===== config.mk =====
export PLATFORM = sky130hd
export DESIGN_NAME = cla_seq_add_ctrl
export DESIGN_NICKNAME = d
export VERILOG_FILES = /design/src/rtl/cla_seq_add_ctrl.sv
export SDC_FILE = /design/constraint.sdc
export NUM_CORES = 1
export LEC_CHECK = 0
export CORE_ASPECT_RATIO = 0.75
export CORE_MARGIN = 3
export CORE_UTILIZATION = 42
export CTS_CLUSTER_DIAMETER = 50
export DETAILED_ROUTE_END_ITERATION = 12
export PLACE_DENSITY = 0.7
export SLEW_MARGIN = 20
export SYNTH_ARGS = -nofsm -noshare
export SYNTH_HDL_FRONTEND = slang
export SYNTH_SLANG_ARGS = --single-unit

===== constraint.sdc =====
create_clock -name clk -period 2.3 [get_ports clk]
set_input_delay 0.69 -clock clk [delete_from_list [all_inputs] [get_ports clk]]
set_output_delay 0.69 -clock clk [all_outputs]
set_load 0.05 [all_outputs]

===== src/rtl/cla_seq_add_ctrl.sv =====
// Sequences one shared CHUNK_W-bit carry-lookahead adder over N_CHUNKS chunks,
// LSB first, chaining each chunk's carry-out into the next chunk's carry-in.
module cla_seq_add_ctrl #(
    parameter int CHUNK_W  = 16,
    parameter int N_CHUNKS = 4
) (
    input  logic                          clk,
    input  logic                          rst,
    input  logic                          start,
    input  logic [CHUNK_W*N_CHUNKS-1:0]   in_a,
    input  logic [CHUNK_W*N_CHUNKS-1:0]   in_b,
    input  logic                          cin,
    output logic                          busy,
    output logic                          done,
    output logic [CHUNK_W*N_CHUNKS-1:0]   sum,
    output logic                          cout,
    output logic                          overflow,
    output logic [CHUNK_W-1:0]            cla_a,
    output logic [CHUNK_W-1:0]            cla_b,
    output logic                          cla_cin,
    input  logic [CHUNK_W-1:0]            cla_sum,
    input  logic                          cla_cout
);

    localparam int W     = CHUNK_W * N_CHUNKS;
    localparam int IDX_W = $clog2(N_CHUNKS);
    localparam logic [IDX_W-1:0] LAST_IDX = IDX_W'(N_CHUNKS - 1);

    typedef enum logic [1:0] {
        IDLE,
        RUN,
        DONE
    } state_t;

    state_t            state;
    state_t            state_next;
    logic [IDX_W-1:0]  idx;
    logic [W-1:0]      a_reg;
    logic [W-1:0]      b_reg;
    logic [W-1:0]      work_sum;
    logic              carry_reg;

    always_ff @(posedge clk) begin
        if (rst) begin
            state     <= IDLE;
            idx       <= '0;
            a_reg     <= '0;
            b_reg     <= '0;
            work_sum  <= '0;
            carry_reg <= 1'b0;
            sum       <= '0;
            cout      <= 1'b0;
            overflow  <= 1'b0;
        end else begin
            state <= state_next;
            case (state)
                IDLE: begin
                    if (start) begin
                        a_reg     <= in_a;
                        b_reg     <= in_b;
                        carry_reg <= cin;
                        idx       <= '0;
                    end
                end
                RUN: begin
                    work_sum[idx*CHUNK_W +: CHUNK_W] <= cla_sum;
                    carry_reg                        <= cla_cout;
                    // The top chunk goes straight to the outputs, so sum never shows a partial value.
                    if (idx == LAST_IDX) begin
                        sum      <= {cla_sum, work_sum[W-CHUNK_W-1:0]};
                        cout     <= cla_cout;
                        overflow <= (a_reg[W-1] == b_reg[W-1]) &&
                                    (cla_sum[CHUNK_W-1] != a_reg[W-1]);
                    end else begin
                        idx <= idx + 1'b1;
                    end
                end
                default: ;
            endcase
        end
    end

    always_comb begin
        state_next = state;
        busy       = 1'b0;
        done       = 1'b0;
        cla_a      = '0;
        cla_b      = '0;
        cla_cin    = 1'b0;
        case (state)
            IDLE: begin
                if (start) begin
                    state_next = RUN;
                end
            end
            RUN: begin
                busy    = 1'b1;
                cla_a   = a_reg[idx*CHUNK_W +: CHUNK_W];
                cla_b   = b_reg[idx*CHUNK_W +: CHUNK_W];
                cla_cin = carry_reg;
                if (idx == LAST_IDX) begin
                    state_next = DONE;
                end
            end
            DONE: begin
                busy       = 1'b1;
                done       = 1'b1;
                state_next = IDLE;
            end
            default: begin
                state_next = IDLE;
            end
        endcase
    end

endmodule

* Word level (Yosys, flattened, before mapping) *
Index checks and enable logic that the tools add are counted.

word-level totals
  register bits = 263
  input port bits = 149
  output and inout bits = 101

cells by class
  $add $sub $neg = 2
  eq/ne operators = 8
  shifts and indexed selects = 4
  muxes and demuxes = 14
  reduce and logical (&&, ||, !) cells = 9

operator list
  cell                                                     number
  indexed part select 64 x 7 -> 16 bit                     2
  bitwise mux 64 bit                                       1
  variable shift 16 x 34 -> 64 bit (first input constant)  1
  indexed part select 16 x 34 -> 64 bit                    1
  negation 6 -> 34 bit                                     1
  two-way mux 16 bit                                       2
  two-way mux 2 bit                                        4
  case mux 2 bit (2 select lines)                          2
  AND reduction 2 bit                                      4
  inequality test 2 bit (second input constant)            3
  == test 2 bit (second input constant)                    2
  two-way mux 1 bit                                        4
  AND reduction 3 bit                                      1
  adder 2 x 1 -> 2 bit (second input constant)             1
  == test 2 x 1 -> 1 bit (second input constant)           1
  logical NOT 2 bit                                        1
  case mux 1 bit (2 select lines)                          1
  nonzero test 2 bit                                       1
  OR reduction 2 bit                                       1
  == test 1 bit                                            1
  logical AND 1 bit                                        1
  inequality test 1 bit                                    1

* Longest topological paths before layout *
Gate-level depths: netlist of the first run.

  word-level depth = 3
  gate-level depth with buffers = 9

* Least setup slack after synthesis of the first run *
No wires, ideal clock.

  path type = reg-to-output
  from = register state[1]
  to = output port cla_a[0]
  data arrival time = 1,643 ps
  data required time = 1,610 ps
  slack = -33 ps
  stages on the path, launching flop included = 7
  path buffers = 3
  path through = dfxtp_1 inv_1 ha_1 buf_2 clkbuf_1 clkbuf_1 and2_1

between the ends
  longest elaborated chain between the ends = 2

RTL lines
  what                      RTL line  text
  start: declaration        35        state_t state;
  start signal: assignment  55        state <= state_next;
  == test 2 x 1 -> 1 bit    90        case (state)
  two-way mux 16 bit        90
  end: declaration          18        output logic [CHUNK_W-1:0] cla_a,

No other way between the ends.

* Worst setup path after layout of the first run *
  from = register idx[0]
  to = output port cla_a[5]

between the ends
  longest elaborated chain between the ends = 2

RTL lines
  what                                  RTL line  text
  start: declaration                    37        logic [IDX_W-1:0] idx;
  start signal: assignment              75        idx <= idx + 1'b1;
  indexed part select 64 x 7 -> 16 bit  98        cla_a = a_reg[idx*CHUNK_W +: CHUNK_W];
  two-way mux 16 bit                    90

No other way between the ends.

==> impl_metrics.xml, run 1 <==
<?xml version="1.0" encoding="UTF-8"?>
<metrics>
  <group name="placed_design">
    <metric name="port-buffer-count" unit="">249</metric>
    <metric name="place_congestion" unit="">0.7806</metric>
    <metric name="dp_hpwl" unit="mm">19.39</metric>
  </group>
  <group name="power">
    <metric name="share_comb_of_total_power" unit="%">15.7</metric>
    <metric name="power_density_cells" unit="mW/mm²">753.8</metric>
    <metric name="p_sw_share" unit="%">25.45</metric>
    <metric name="power.leakage" unit="nW">5.277</metric>
    <metric name="vdd.ir_drop.worst" unit="V">0.0005482</metric>
    <metric name="p_switching" unit="mW">2.655</metric>
    <metric name="internal-power" unit="mW">7.780</metric>
    <metric name="sequentialPowerShare" unit="%">44.1</metric>
    <metric name="p_clk_share" unit="%">40.2</metric>
  </group>
  <group name="synth">
    <metric name="postSynth.asyncResetShare" unit="%">0</metric>
    <metric name="synth_top_cells_by_area" unit="">dfxtp_1 51%, nand2_1 16%, a21oi_1 11%, mux4_2 7.4%, a32oi_1 2.8%</metric>
    <metric name="synth_ff_type" unit="">dfxtp_1</metric>
    <metric name="post_synth_num_cell_types" unit="">32</metric>
    <metric name="avgSynthCellArea" unit="µm²">8.446</metric>
    <metric name="number_of_flops_mapped_to_enable_cells_by_yosys" unit="">0</metric>
    <metric name="share_of_the_yosys_chip_area_belonging_to_registers" unit="%">50.69</metric>
    <metric name="ys_ff_latch" unit="">247</metric>
    <metric name="number_of_instances_in_the_synthesized_netlist" unit="">1155</metric>
    <metric name="synth.largest_area_cell" unit="">dfxtp_1</metric>
    <metric name="cell_types_with_the_highest_counts_after_synthesis" unit="">408 x nand2_1, 247 x dfxtp_1, 214 x a21oi_1</metric>
    <metric name="synth_fp_nets" unit="">1313</metric>
    <metric name="netlist_area" unit="mm²">0.009756</metric>
    <metric name="yosys_warnings" unit="">0</metric>
    <metric name="yosysTopAreaCellShare" unit="%">50.69</metric>
    <metric name="synth.most_common_cell" unit="">nand2_1</metric>
  </group>
  <group name="worst_setup_path">
    <metric name="critPathArrivalTime" unit="ns">2.01</metric>
    <metric name="worstPathMaxFanout" unit="">6</metric>
    <metric name="startpoint_type" unit="">register</metric>
    <metric name="worst-r2r-cell-count" unit="">8</metric>
    <metric name="crit_type" unit="">reg -&gt; out</metric>
    <metric name="worst_ep_required_time" unit="ns">1.61</metric>
    <metric name="critPathCaptureType" unit="">output port</metric>
  </group>
  <group name="job">
    <metric name="maxCapViolCount" unit="">0</metric>
  </group>
  <group name="clock_tree">
    <metric name="clock_sink_count" unit="">247</metric>
    <metric name="cts_buffer_depth" unit="">3</metric>
    <metric name="htreeDepth" unit="">1</metric>
    <metric name="cts.reportedPaths.clkPinSlew" unit="ns">0.06</metric>
    <metric name="clock_insertion_delay_at_the_later_pin_of_the_skew_report" unit="ns">0.52</metric>
    <metric name="numCtsBuffers" unit="">27</metric>
    <metric name="cts_tree" unit="">done</metric>
    <metric name="hold_buffers" unit="">0</metric>
    <metric name="cts-root-buf" unit="">clkbuf_16</metric>
  </group>
  <group name="global_route">
    <metric name="grt_pass1_wl" unit="mm">44.91</metric>
    <metric name="grt.busiest_layer" unit="">met2</metric>
    <metric name="grt_usage" unit="%">22.09</metric>
    <metric name="met3_use_gr" unit="%">5.663</metric>
    <metric name="gr-usage-met2" unit="%">34.27</metric>
    <metric name="gr-usage-met1" unit="%">31.64</metric>
    <metric name="gr-total-overflow" unit="">0</metric>
    <metric name="first_global_vias" unit="">8348</metric>
    <metric name="antenna_violations_before_repair" unit="">2</metric>
    <metric name="grt_start_max_net_pins" unit="">68</metric>
  </group>
  <group name="outcome">
    <metric name="status" unit="">finished with violations</metric>
    <metric name="violations" unit="">negative setup slack</metric>
  </group>
  <group name="cells_and_area">
    <metric name="final_net_count" unit="">1531</metric>
    <metric name="layout_cell_share_with_drive_strength_beyond_1" unit="%">16.19</metric>
    <metric name="num_antenna_cells" unit="">0</metric>
    <metric name="flow.area_growth_from_synthesis" unit="%">41.90</metric>
    <metric name="final_core_utilization" unit="%">61.62</metric>
  </group>
  <group name="timing">
    <metric name="report.final.setup_viol" unit="">32</metric>
    <metric name="post-route-worst-setup-slack" unit="ns">-0.4047</metric>
    <metric name="final_hold_viol_count" unit="">0</metric>
    <metric name="max_slew_vio_count" unit="">0</metric>
    <metric name="finalClockSkew" unit="ns">0.01056</metric>
    <metric name="slew_headroom" unit="%">55.23</metric>
    <metric name="post-route-min-period" unit="ns">2.705</metric>
    <metric name="timing.setup.tns" unit="ns">-10.23</metric>
    <metric name="maxClockFrequency" unit="MHz">369.7</metric>
    <metric name="max_slew.worst_pin.slew" unit="ns">0.6686</metric>
    <metric name="fin_crit_sh" unit="%">117.6</metric>
    <metric name="rsz_0062_raised_after_global_routing" unit="">true</metric>
  </group>
  <group name="routing">
    <metric name="routed-via-count" unit="">8810</metric>
    <metric name="final_routed_drc_violation_total" unit="">0</metric>
    <metric name="totalWireLength" unit="mm">28.98</metric>
    <metric name="final_antenna_net_count" unit="">0</metric>
    <metric name="dr_iter_0_viols" unit="">665</metric>
    <metric name="drt_pre_antenna_iters" unit="">5</metric>
    <metric name="avgRoutedWirePerCell" unit="µm">17.21</metric>
    <metric name="detail_route.vias_per_cell" unit="">5.232</metric>
  </group>
  <group name="min_path">
    <metric name="timing.hold.worst.class" unit="">reg -&gt; reg</metric>
    <metric name="hold-path-cell-count" unit="">2</metric>
  </group>
  <group name="floorplanning">
    <metric name="io_pins" unit="">250</metric>
    <metric name="die_height" unit="µm">138.0</metric>
    <metric name="floorplan.die_area" unit="mm²">0.02511</metric>
    <metric name="die_width" unit="µm">182.0</metric>
    <metric name="row_count" unit="">47</metric>
    <metric name="total_core_area" unit="mm²">0.02246</metric>
    <metric name="initial_core_util" unit="%">43.43</metric>
  </group>
</metrics>
[power by group through the flow]
stage          combinational (mW)  sequential (mW)  clock [mW]
3_5_place_dp                 1.50             4.69           0
6_report                     1.64             4.60        4.20
2_1_floorplan               0.874             4.65           0
4_1_cts                      1.65             4.60        4.28
5_1_grt                      1.78             4.62        4.46
3_3_place_gp                 1.48             4.68           0
[worst max-delay path: stages (launching register included)]
cell and delay [ns]:
dfxtp_4 0.41, buf_12 0.14, buf_16 0.13, mux4_2 0.50, and2_4 0.18, buf_8 0.14
[cell families (layout without fill, tap and decap cells)]
family / after synthesis / after routing / share of synthesized area, %
compound gates: 250 / 250 / 14.12
mux: 33 / 33 / 7.490
buf+inv: 102 / 336 / 4.925
fa+ha+maj: 9 / 9 / 1.154
simple gates: 514 / 515 / 21.62
flops: 247 / 247 / 50.69
[cell type report]
| class | instances | area, µm² |
|---|---|---|
| Timing Repair Buffer | 285 | 3183 |
| Inverter | 5 | 18.77 |
| Tap cell | 294 | 367.9 |
| Clock inverter | 11 | 125.1 |
| Clock buffer | 35 | 735.7 |
| Fill cell | 1981 | 8621 |
| Sequential cell | 247 | 4951 |
| Multi-Input combinational cell | 807 | 4462 |
[layer usage]
layer | vias up | wire length (µm) | share of wire (%)
li1 | 4299 | - | -
met1 | 4177 | 13510 | 47
met2 | 290 | 12700 | 44
met3 | 40 | 2360 | 8.1
met4 | 4 | 385 | 1.3
met5 | - | 25 | 0.086
[metrics by stage]
step                      power, mW  cells  setup WS (ns)  instance area (µm²)  hold slack (ns)
after floorplan               5.527   1155        0.09230                 9793           0.4315
after global placement        6.162   1630         0.1019                12640           0.4400
after detailed placement      6.188   1630        0.06287                12640           0.4433
after CTS                     10.52   1684        -0.4183                13850           0.4518
after global routing          10.86   1684        -0.4584                13840           0.4652
final                         10.44   1684        -0.4047                13840           0.4468
[worst paths after layout]
check                    start      endpoint  slack (ns)
hold / removal    work_sum[10]       sum[10]        0.45
setup / recovery        idx[0]      cla_a[5]       -0.40
setup reg to reg        idx[0]  work_sum[46]        0.10
hold reg to reg   work_sum[10]       sum[10]        0.45
[placed cells by master (no fill, tap or decap), types with 2 or more instances in the layout]
cell             instances
dfxtp_2                  2
buf_12                  33
ha_1                     8
a21oi_1                214
dlygate4sd2_1           32
nand2b_1                 3
nor2_1                  35
clkbuf_16               27
inv_8                    2
clkdlybuf4s50_1        147
nor2b_1                  2
mux4_2                  32
nor3_1                   3
buf_4                   48
clkbuf_8                 3
nand2_1                406
buf_8                   20
buf_6                    2
bufinv_16                2
nand3_1                 17
dfxtp_1                244
inv_1                    4
and4bb_4                 2
o21ai_0                  2
a32oi_1                 31
buf_16                   2
and2_4                  34
clkinv_2                 5
clkinv_4                 2
clkbuf_1                 5
and2_1                   3
[timing repair]
item                       4_1_cts  5_1_grt
setup endpoints to repair       65       63
gates resized for setup        112        5
cloned                           4        1
setup buffers                    4        0
pin swaps                        7        1
Note: power is estimated with default switching activity, not from simulation.
==> inputs of run 2 (changes only) <==
--- a/config.mk
+++ b/config.mk
@@ -5,12 +5,13 @@
 export SDC_FILE = /design/constraint.sdc
 export NUM_CORES = 1
 export LEC_CHECK = 0
+export CAP_MARGIN = 5
 export CORE_ASPECT_RATIO = 0.75
 export CORE_MARGIN = 3
 export CORE_UTILIZATION = 42
 export CTS_CLUSTER_DIAMETER = 50
 export DETAILED_ROUTE_END_ITERATION = 12
-export PLACE_DENSITY = 0.7
+export DONT_BUFFER_PORTS = 1
 export SLEW_MARGIN = 20
 export SYNTH_ARGS = -nofsm -noshare
 export SYNTH_HDL_FRONTEND = slang
==> run 2 against run 1 <==
Net effect:
- the flow still finishes with violations (negative setup slack)
- clock power is 2% lower
- register-to-register slack improved by 0.05 ns
- wire length decreased by 8.8%
- first-iteration DRC count decreased by 20%
- clock skew decreased by 0.0013 ns
- cell area shrank 20%
- via count fell by 12%
- sequential share of layout area grew 9.1 points
- setup slack improved by 0.13 ns
- total power shrank 5.6%
- hold slack got worse by 0.20 ns
- critical endpoint is now cla_b[1]
- largest cell class unchanged
==> impl_metrics.xml, run 2 (synthesized netlist as in run 1, its figures left out) <==
<?xml version="1.0" encoding="UTF-8"?>
<metrics>
  <group name="floorplanning">
    <metric name="total_core_area" unit="mm²">0.02246</metric>
    <metric name="row_count" unit="">47</metric>
    <metric name="io_pins" unit="">250</metric>
    <metric name="floorplan.die_area" unit="mm²">0.02511</metric>
    <metric name="die_width" unit="µm">182.0</metric>
    <metric name="die_height" unit="µm">138.0</metric>
    <metric name="initial_core_util" unit="%">43.43</metric>
  </group>
  <group name="worst_setup_path">
    <metric name="reg2reg_to" unit="">work_sum[40]</metric>
    <metric name="worstPathMaxFanout" unit="">7</metric>
    <metric name="crit_type" unit="">reg -&gt; out</metric>
    <metric name="critPathCaptureType" unit="">output port</metric>
    <metric name="critPathArrivalTime" unit="ns">1.88</metric>
    <metric name="timing.rr.start" unit="">idx[0]</metric>
    <metric name="worst_ep_required_time" unit="ns">1.61</metric>
    <metric name="r2r_setup_slack" unit="ns">0.15</metric>
    <metric name="worst-r2r-cell-count" unit="">7</metric>
    <metric name="startpoint_type" unit="">register</metric>
  </group>
  <group name="timing">
    <metric name="max_slew_vio_count" unit="">0</metric>
    <metric name="fin_crit_sh" unit="%">111.9</metric>
    <metric name="max_slew.worst_pin.slew" unit="ns">0.9019</metric>
    <metric name="report.final.setup_viol" unit="">32</metric>
    <metric name="rsz_0062_raised_after_global_routing" unit="">true</metric>
    <metric name="finalClockSkew" unit="ns">0.009270</metric>
    <metric name="slew_headroom" unit="%">39.84</metric>
    <metric name="post-route-min-period" unit="ns">2.574</metric>
    <metric name="finalHoldWorstSlack" unit="ns">0.2426</metric>
    <metric name="post-route-worst-setup-slack" unit="ns">-0.2739</metric>
    <metric name="final_hold_viol_count" unit="">0</metric>
    <metric name="maxClockFrequency" unit="MHz">388.5</metric>
  </group>
  <group name="outcome">
    <metric name="status" unit="">finished with violations</metric>
    <metric name="violations" unit="">negative setup slack</metric>
  </group>
  <group name="clock_tree">
    <metric name="cts_buffer_depth" unit="">3</metric>
    <metric name="cts-root-buf" unit="">clkbuf_16</metric>
    <metric name="cts_tree" unit="">done</metric>
    <metric name="clock_insertion_delay_at_the_later_pin_of_the_skew_report" unit="ns">0.52</metric>
    <metric name="numCtsBuffers" unit="">26</metric>
    <metric name="clock_sink_count" unit="">247</metric>
    <metric name="htreeDepth" unit="">1</metric>
    <metric name="cts.reportedPaths.clkPinSlew" unit="ns">0.06</metric>
  </group>
  <group name="cells_and_area">
    <metric name="final_cell_area" unit="mm²">0.01104</metric>
    <metric name="layout.cells.most_common_list" unit="">406 x nand2_1, 244 x dfxtp_1, 214 x a21oi_1</metric>
    <metric name="flow.area_growth_from_synthesis" unit="%">13.20</metric>
    <metric name="layout.cells.most_common" unit="">nand2_1</metric>
    <metric name="filler_cell_count" unit="">2219</metric>
    <metric name="final_net_count" unit="">1273</metric>
    <metric name="layout_cell_share_with_drive_strength_beyond_1" unit="%">12.96</metric>
    <metric name="num_antenna_cells" unit="">0</metric>
  </group>
  <group name="job">
    <metric name="maxCapViolCount" unit="">0</metric>
  </group>
  <group name="placed_design">
    <metric name="place_area" unit="mm²">0.009966</metric>
    <metric name="port-buffer-count" unit="">0</metric>
    <metric name="place_congestion" unit="">0.7729</metric>
    <metric name="dp_hpwl" unit="mm">17.19</metric>
  </group>
  <group name="global_route">
    <metric name="antenna_violations_before_repair" unit="">0</metric>
    <metric name="first_global_vias" unit="">7083</metric>
    <metric name="gr-total-overflow" unit="">0</metric>
    <metric name="grt_pass1_wl" unit="mm">40.52</metric>
    <metric name="grt_start_max_net_pins" unit="">249</metric>
    <metric name="grt_usage" unit="%">19.90</metric>
  </group>
  <group name="routing">
    <metric name="dr_iter_0_viols" unit="">533</metric>
    <metric name="avgRoutedWirePerCell" unit="µm">18.51</metric>
    <metric name="final_routed_drc_violation_total" unit="">0</metric>
    <metric name="final_antenna_net_count" unit="">0</metric>
    <metric name="detail_route.vias_per_cell" unit="">5.431</metric>
    <metric name="routed-via-count" unit="">7756</metric>
    <metric name="drt_pre_antenna_iters" unit="">5</metric>
    <metric name="totalWireLength" unit="mm">26.44</metric>
  </group>
  <group name="power">
    <metric name="sequentialPowerShare" unit="%">46.7</metric>
    <metric name="p_switching" unit="mW">2.460</metric>
    <metric name="power_density_cells" unit="mW/mm²">892.2</metric>
    <metric name="power.leakage" unit="nW">3.872</metric>
    <metric name="internal-power" unit="mW">7.393</metric>
    <metric name="p_sw_share" unit="%">24.97</metric>
    <metric name="p_clk_share" unit="%">41.9</metric>
    <metric name="vdd.ir_drop.worst" unit="V">0.0005444</metric>
    <metric name="share_comb_of_total_power" unit="%">11.4</metric>
  </group>
  <group name="min_path">
    <metric name="hold-path-cell-count" unit="">1</metric>
    <metric name="holdPathEnd" unit="">a_reg[59]</metric>
    <metric name="timing.hold.worst.class" unit="">in -&gt; reg</metric>
    <metric name="hold_start" unit="">rst</metric>
  </group>
</metrics>
## run 2: worst max path at each step
stage / end / cells after the start / from
4_1_cts: cla_b[9] / 3 / idx[0]
2_1_floorplan: cla_a[0] / 6 / state[1]
6_report: cla_b[1] / 3 / idx[0]
3_5_place_dp: work_sum[40] / 6 / idx[0]
3_3_place_gp: work_sum[35] / 6 / idx[0]
5_1_grt: cla_b[9] / 3 / idx[0]
## run 2: area by class of cell
class / instances / area [µm²] / share of cell area [%]
clock inverter: 7 / 72.57 / 0.6571
clock buffer: 40 / 774.5 / 7.013
inverter: 5 / 21.27 / 0.1926
sequential: 247 / 4951 / 44.83
tap: 294 / 367.9 / 3.331
timing repair buffer: 29 / 405.4 / 3.671
multi-input combinational: 806 / 4451 / 40.30
## run 2: routing by layer
| layer | up-vias | GRT usage [%] | part of all wire, % |
|---|---|---|---|
| li1 | 3785 | - | - |
| met1 | 3678 | 29.83 | 48 |
| met2 | 260 | 28.49 | 42 |
| met3 | 33 | 5.768 | 8.7 |
| met4 | 0 | 3.890 | 1.6 |
| met5 | - | 0 | 0 |
## run 2: what timing repair did
item                                   in CTS  in global routing
setup buffers                               6                  2
hold buffers                                0                  0
cloned                                      2                  1
setup endpoints to repair                  34                 34
resized for setup                          47                  1
endpoints found under the hold margin       0                  0
pin swaps                                   8                  4
## run 2: through the flow
stage	worst slack [ns]	utilization (%)	total power [mW]	instances	TNS, ns
finish	-0.2739	49.16	9.853	1428	-7.942
global route	-0.3320	49.16	10.29	1428	-10.07
CTS	-0.3138	48.97	9.954	1425	-8.695
detailed placement	0.02266	44.36	5.716	1370	0
global placement	0.08630	44.36	5.692	1370	0
floorplan	0.09230	-	5.527	1155	0
## run 2: power by group through the flow
| stage | registers (mW) | clock network [mW] | logic [mW] |
|---|---|---|---|
| 6_report | 4.60 | 4.12 | 1.12 |
| 3_3_place_gp | 4.68 | 0 | 1.01 |
| 2_1_floorplan | 4.65 | 0 | 0.874 |
| 4_1_cts | 4.60 | 4.23 | 1.12 |
| 3_5_place_dp | 4.69 | 0 | 1.03 |
| 5_1_grt | 4.63 | 4.42 | 1.24 |
## run 2: critical path, stage by stage (launching register included)
cell and delay [ns]:
dfxtp_4 0.45, buf_12 0.16, mux4_2 0.52, and2_4 0.24
